===== config.mk =====
export PLATFORM = sky130hd
export DESIGN_NAME = uart_alu_interface_flat
export DESIGN_NICKNAME = d
export VERILOG_FILES = /design/src/rtl/uart_alu_pkg.sv /design/src/rtl/uart_alu_interface_if.sv /design/src/rtl/uart_alu_interface_timer.sv /design/src/rtl/uart_alu_interface.sv /design/src/flat_wrapper.sv
export SDC_FILE = /design/constraint.sdc
export NUM_CORES = 1
export LEC_CHECK = 0
export BUFFER_PORTS_ARGS = -buffer_cell sky130_fd_sc_hd__buf_2
export CORE_MARGIN = 3
export CORE_UTILIZATION = 53
export CTS_CLUSTER_DIAMETER = 60
export DETAILED_ROUTE_END_ITERATION = 8
export HOLD_SLACK_MARGIN = 0.15
export PLACE_DENSITY = 0.79
export SLEW_MARGIN = 5
export SYNTH_ARGS = -nofsm -noshare
export SYNTH_HDL_FRONTEND = slang
export SYNTH_SLANG_ARGS = --single-unit

===== constraint.sdc =====
create_clock -name clk -period 2.3 [get_ports clk]
set_clock_uncertainty 0.05 [all_clocks]
set_input_delay 0.23 -clock clk [delete_from_list [all_inputs] [get_ports clk]]
set_output_delay 0.23 -clock clk [all_outputs]
set_load 0.005 [all_outputs]

===== src/rtl/uart_alu_pkg.sv =====
// Shared types and default parameters for the UART/ALU byte controller.
package uart_alu_pkg;

    localparam int DEF_DBIT    = 8;
    localparam int DEF_NB_OP   = 6;
    localparam int DEF_TIMEOUT = 1000000;
    localparam int DEF_TO_BIT  = 20;

    // Controller states, 3-bit encoding.
    typedef enum logic [2:0] {
        WAIT_A  = 3'd0,
        WAIT_B  = 3'd1,
        WAIT_OP = 3'd2,
        EXEC    = 3'd3,
        SEND    = 3'd4,
        WAIT_TX = 3'd5
    } state_t;

endpackage


===== src/rtl/uart_alu_interface_if.sv =====
// UART-side and ALU-side signal bundle of the byte controller.
interface uart_alu_if
    import uart_alu_pkg::*;
#(
    parameter int DBIT  = DEF_DBIT,
    parameter int NB_OP = DEF_NB_OP
);
    logic             rx_done;
    logic [DBIT-1:0]  rx_data;
    logic             tx_done;
    logic             tx_start;
    logic [DBIT-1:0]  tx_data;
    logic [DBIT-1:0]  alu_a;
    logic [DBIT-1:0]  alu_b;
    logic [NB_OP-1:0] alu_op;
    logic [DBIT-1:0]  alu_result;

    // Controller side: consumes UART events and ALU result, drives operands and transmit.
    modport master (
        input  rx_done, rx_data, tx_done, alu_result,
        output tx_start, tx_data, alu_a, alu_b, alu_op
    );

    // UART/ALU side: the mirror image.
    modport slave (
        output rx_done, rx_data, tx_done, alu_result,
        input  tx_start, tx_data, alu_a, alu_b, alu_op
    );
endinterface


===== src/rtl/uart_alu_interface_timer.sv =====
// Inter-byte watchdog: counts while run is high, pulses expired on the
// cycle the count reaches TIMEOUT-1. TIMEOUT==0 disables expiry entirely.
module inter_byte_timer #(
    parameter int TIMEOUT = 1000000,
    parameter int TO_BIT  = 20
) (
    input  logic clk,
    input  logic reset,
    input  logic run,
    input  logic clear,
    output logic expired
);
    localparam bit              ENABLED = (TIMEOUT != 0);
    localparam logic [TO_BIT-1:0] LAST  = ENABLED ? TO_BIT'(TIMEOUT - 1) : '0;

    logic [TO_BIT-1:0] count;

    // Counter: held at zero when idle or cleared, otherwise advances.
    always_ff @(posedge clk) begin
        if (!reset) begin
            count <= '0;
        end else if (clear || !run) begin
            count <= '0;
        end else begin
            count <= count + 1'b1;
        end
    end

    // Expiry decode, only meaningful while running.
    always_comb begin
        expired = ENABLED && run && (count == LAST);
    end

endmodule


===== src/rtl/uart_alu_interface.sv =====
// Sequences three received bytes (A, B, opcode) into the ALU, captures the
// result and launches a one-byte transmit, with an inter-byte timeout.
module uart_alu_interface
    import uart_alu_pkg::*;
#(
    parameter int DBIT    = DEF_DBIT,
    parameter int NB_OP   = DEF_NB_OP,
    parameter int TIMEOUT = DEF_TIMEOUT,
    parameter int TO_BIT  = DEF_TO_BIT
) (
    input  logic          clk,
    input  logic          reset,
    uart_alu_if.master    bus,
    output logic          busy,
    output logic          overrun_tick,
    output logic          timeout_tick
);
    state_t           state;
    logic [DBIT-1:0]  alu_a;
    logic [DBIT-1:0]  alu_b;
    logic [NB_OP-1:0] alu_op;
    logic [DBIT-1:0]  tx_data;
    logic             timer_run;
    logic             timer_clear;
    logic             expired;

    // Timer runs only while a frame is partially received.
    always_comb begin
        timer_run   = (state == WAIT_B) || (state == WAIT_OP);
        timer_clear = bus.rx_done || expired;
    end

    inter_byte_timer #(
        .TIMEOUT (TIMEOUT),
        .TO_BIT  (TO_BIT)
    ) u_timer (
        .clk     (clk),
        .reset   (reset),
        .run     (timer_run),
        .clear   (timer_clear),
        .expired (expired)
    );

    // Frame sequencer with registered operands, result and event pulses.
    always_ff @(posedge clk) begin
        if (!reset) begin
            state        <= WAIT_A;
            alu_a        <= '0;
            alu_b        <= '0;
            alu_op       <= '0;
            tx_data      <= '0;
            overrun_tick <= 1'b0;
            timeout_tick <= 1'b0;
        end else begin
            overrun_tick <= 1'b0;
            timeout_tick <= 1'b0;
            case (state)
                WAIT_A: begin
                    if (bus.rx_done) begin
                        alu_a <= bus.rx_data;
                        state <= WAIT_B;
                    end
                end
                WAIT_B: begin
                    // A byte on the expiry cycle wins over the timeout.
                    if (bus.rx_done) begin
                        alu_b <= bus.rx_data;
                        state <= WAIT_OP;
                    end else if (expired) begin
                        timeout_tick <= 1'b1;
                        state        <= WAIT_A;
                    end
                end
                WAIT_OP: begin
                    if (bus.rx_done) begin
                        alu_op <= bus.rx_data[NB_OP-1:0];
                        state  <= EXEC;
                    end else if (expired) begin
                        timeout_tick <= 1'b1;
                        state        <= WAIT_A;
                    end
                end
                EXEC: begin
                    tx_data      <= bus.alu_result;
                    overrun_tick <= bus.rx_done;
                    state        <= SEND;
                end
                SEND: begin
                    overrun_tick <= bus.rx_done;
                    state        <= WAIT_TX;
                end
                WAIT_TX: begin
                    overrun_tick <= bus.rx_done;
                    if (bus.tx_done) begin
                        state <= WAIT_A;
                    end
                end
                default: state <= WAIT_A;
            endcase
        end
    end

    // Outputs are registers or pure state decodes.
    assign bus.alu_a    = alu_a;
    assign bus.alu_b    = alu_b;
    assign bus.alu_op   = alu_op;
    assign bus.tx_data  = tx_data;
    assign bus.tx_start = (state == SEND);
    assign busy         = (state == EXEC) || (state == SEND) || (state == WAIT_TX);

endmodule


===== src/flat_wrapper.sv =====
// flat-port wrapper written by rule: the top's interface ports become plain ports
module uart_alu_interface_flat import uart_alu_pkg::*;
#(
    parameter int DBIT    = DEF_DBIT,
    parameter int NB_OP   = DEF_NB_OP,
    parameter int TIMEOUT = DEF_TIMEOUT,
    parameter int TO_BIT  = DEF_TO_BIT
)
  (clk, reset, busy, overrun_tick, timeout_tick, bus_rx_done, bus_rx_data, bus_tx_done, bus_alu_result, bus_tx_start, bus_tx_data, bus_alu_a, bus_alu_b, bus_alu_op);
  uart_alu_if #(.DBIT(DBIT), .NB_OP(NB_OP)) bus_i ();
  input  logic clk;
  input  logic reset;
  output logic busy;
  output logic overrun_tick;
  output logic timeout_tick;
  input wire logic [$bits(bus_i.rx_done)-1:0] bus_rx_done;
  input wire logic [$bits(bus_i.rx_data)-1:0] bus_rx_data;
  input wire logic [$bits(bus_i.tx_done)-1:0] bus_tx_done;
  input wire logic [$bits(bus_i.alu_result)-1:0] bus_alu_result;
  output wire logic [$bits(bus_i.tx_start)-1:0] bus_tx_start;
  output wire logic [$bits(bus_i.tx_data)-1:0] bus_tx_data;
  output wire logic [$bits(bus_i.alu_a)-1:0] bus_alu_a;
  output wire logic [$bits(bus_i.alu_b)-1:0] bus_alu_b;
  output wire logic [$bits(bus_i.alu_op)-1:0] bus_alu_op;
  assign bus_i.rx_done = bus_rx_done;
  assign bus_i.rx_data = bus_rx_data;
  assign bus_i.tx_done = bus_tx_done;
  assign bus_i.alu_result = bus_alu_result;
  assign bus_tx_start = bus_i.tx_start;
  assign bus_tx_data = bus_i.tx_data;
  assign bus_alu_a = bus_i.alu_a;
  assign bus_alu_b = bus_i.alu_b;
  assign bus_alu_op = bus_i.alu_op;
  uart_alu_interface #(.DBIT(DBIT), .NB_OP(NB_OP), .TIMEOUT(TIMEOUT), .TO_BIT(TO_BIT)) u_core (.clk(clk), .reset(reset), .bus(bus_i), .busy(busy), .overrun_tick(overrun_tick), .timeout_tick(timeout_tick));
endmodule

==> impl_results.md <==
* Clock share of power at 32.0%
* Yosys top cell area share at 46.7%
* Max Slew Vio Count at 0
* Reg clk slew, reported paths at 100 ps
* Total internal power at 1.28 mW
* PD cells at 594 mW/mm2
* Worst slew margin at 59.3%
* Fin Setup TNS at 0 ps
* YS warnings at 0
* Achievable Freq at 494 MHz
* Drt first pass iters at 4
* Post-DP HPWL at 3290 um
* Multiplexer share of the synthesized area at 6.37%
* R2R cell count at 5
* Synth Net Count at 272
* Power share of the combinational group at 9.7%
* Vias in the first global route at 1858
* Compound-Gate Fraction of Synth Area at 8.76%
* Area growth, synth to finish at 22.5%
* FF-to-FF End: u_core.u_timer.count[16]$_SDFF_PP0_
* Syn avg cell area at 9.39 um2
* CTS H-tree depth at 2
* Top post-synthesis cells by area: dfxtp_1 (47%), mux2i_1 (6.4%), nand2_1 (5.9%), xnor2_1 (5.6%), a21boi_0 (5.1%)
* Vias per inst at 5.21
* Tcrit/Tclk final at 88.0%
* Worst-skew pair later-pin latency at 310 ps
* Largest net degree at the start of global routing at 34
* Worst path cell trace: nand3b_1 > nand2_1 > buf_2
* Drt wl/cell at 13.3 um
* Flop-to-flop setup slack at 430 ps
* Synth top cells by count: dfxtp_1 (55), nand2_1 (37), nor2_1 (24)
* Placed cell area at 0.00263 mm2
* CTS resizes at 0
* FP Rows at 23
* Grt total ovfl at 0
* Fill count at 327
* Synth Area in Adders at 0.531%
* Worst R2R Start: u_core.u_timer.count[0]$_SDFF_PP0_
* Count leader, synth: dfxtp_1
* Routed WL at 4890 um
* Critical path launch point: u_core.state[0]$_SDFFE_PN0P_
* # clock sinks at 55
* Non-Filler Instances at 368
* DRC at 0
* Crit Path Class: reg -> out
* Register area share after synthesis at 46.7%
* VDD IR max at 0.417 mV
* Final instance area at 0.00289 mm2
* First-pass GRT wire length at 8310 um
* Final Setup Violations at 0
* Layout cells sized above 1 at 23.0%
* RSZ-0062 raised after global routing: no
* Max-cap check violation count at 0
* DIE AREA at 0.00528 mm2
* CP Data Required Time at 2020 ps
* Leakage power at 1.16 nW
* Synth Flop Type: dfxtp_1
* GRT Overall Usage at 20.0%
* Final worst slack at 276 ps
* Core box area at 0.00414 mm2
* Switching fraction of total power at 25.3%
* Worst slew pin tran at 608 ps
* Placed Cells at 344
* Synthesized area at 0.00236 mm2
* Hold Path Class: in -> reg
* Initial antenna violation count at 0
* Total CTS buffers at 5
* Xor/xnor share of the synthesized area at 5.95%
* Sequential share of power at 58.3%
* Crit-path slowest cell: dfxtp_1
* Via count at 1919
* Remaining antenna violation count at 0
* Number of synthesized flops with an enable pin at 0
* Clk buf depth at 2
* CTS Root Cell: clkbuf_8
* Arr. time, crit path at 1740 ps
* Ys async rst share at 0%
* Hold Vio Cnt, Final at 0
* Status: complete, no violations
* Crit. End Element: primary output
* Fin nets at 338
* N_diodes at 0
* Crit Path Max Fanout at 11
* Setup WS pre-CTS at 427 ps
* Initial DRC count at 60
* Final core area utilization at 69.7%
* Main combinational cell family by area after synthesis: simple AND/OR/NAND/NOR gates
* CTS tree: built
* Period minus WS final at 2020 ps
* Post-synth cell types at 41
* Post-synthesis cell count at 251
* Die X at 72.7 um
* Vert. Die Dim at 72.7 um
* I/O Pins at 54
* Yosys reg bits at 55
* Starting Density at 56.9%
* Crit path to: busy
* CP max stage delay at 590 ps
* Simple-Gate Fraction of Synth Area at 28.6%
* Startpoint Class: flip-flop
* Synth area leader: dfxtp_1
* Worst hold slack at 159 ps
* Tot Pwr at 1.71 mW
* Switch Pwr at 433 uW
* IO buf count at 53
* Gpl congestion at 0.810
registers in the layout (all words and copies together) (netlist names):
register              cells
u_core.bus.alu_b          8
u_core.timeout_tick       1
u_core.bus.tx_data        8
u_core.state              3
u_core.overrun_tick       1
u_core.bus.alu_op         6
u_core.bus.alu_a          8
u_core.u_timer.count     20
layout by cell type (no fill, tap or decap), drive strengths merged, types with 3 or more instances in the layout:
cell type,n
and3,4
a21oi,3
dfxtp,55
nor2,24
mux2i,15
dlygate4sd3,16
xnor2,15
nor2b,15
inv,5
nand2b,4
clkbuf,5
nand3,8
buf,54
a21boi,17
nand2,37
nand4,4
nor4,9
nor3,8
how the worst min path moves through the flow:
stage	to	slack, ps	from	cells after the start
CTS	u_core.state[2]$_SDFFE_PN0P_	150	bus_tx_done	3
detailed placement	u_core.bus.alu_a[7]$_SDFFE_PN0P_	400	u_core.bus.alu_a[7]$_SDFFE_PN0P_	2
global placement	u_core.u_timer.count[0]$_SDFF_PP0_	390	u_core.u_timer.count[0]$_SDFF_PP0_	1
finish	u_core.bus.tx_data[6]$_SDFFE_PN0N_	160	bus_alu_result[6]	3
floorplan	u_core.state[0]$_SDFFE_PN0P_	280	bus_rx_done	1
global route	u_core.state[2]$_SDFFE_PN0P_	160	bus_tx_done	3
worst max-delay path, delay by kind of cell, from the launching register on:
kind,cells,cell delay (ps)
DFF,1,590
and+or+nand+nor,2,710
buffers and inverters,1,130
logic make-up after synthesis:
kind of cell / after synthesis
AO/OA/AOI/OAI: 27
XOR/XNOR: 16
adder cells (fa/ha/maj): 1
buffers and inverters: 15
flip-flops: 55
multiplexers: 15
AND/OR/NAND/NOR: 122
final cells by class:
cell class	count	area, um2	area share (%)
clock buffers	5	68.8	2.38
well taps	50	62.6	2.17
repair buffers	70	433	15.0
flip-flops and latches	55	1100	38.1
multi-input cells	181	1180	41.0
clock inverters	3	23.8	0.824
inverters	4	15.0	0.520
layer usage:
metal	wire (um)	vias up	track usage, %	share of wire (%)
met5	0	-	0	0
met4	80	0	7.79	1.6
met3	280	8	7.02	5.7
met2	2380	39	34.2	49
met1	2150	888	22.8	44
li1	-	984	-	-
repair_timing:
action                    in CTS  in global routing
buffers inserted               0                  0
hold buffers                  16                  0
hold endpoints to repair      25                  0
power groups by stage:
stage,sequential (mW),combinational [mW],clock [mW]
after global routing,1.00,0.186,0.610
after global placement,1.02,0.143,0
after CTS,1.00,0.167,0.567
after detailed placement,1.02,0.146,0
final,1.00,0.166,0.548
after floorplan,1.02,0.0940,0
Note: power is estimated with default switching activity, not from simulation.
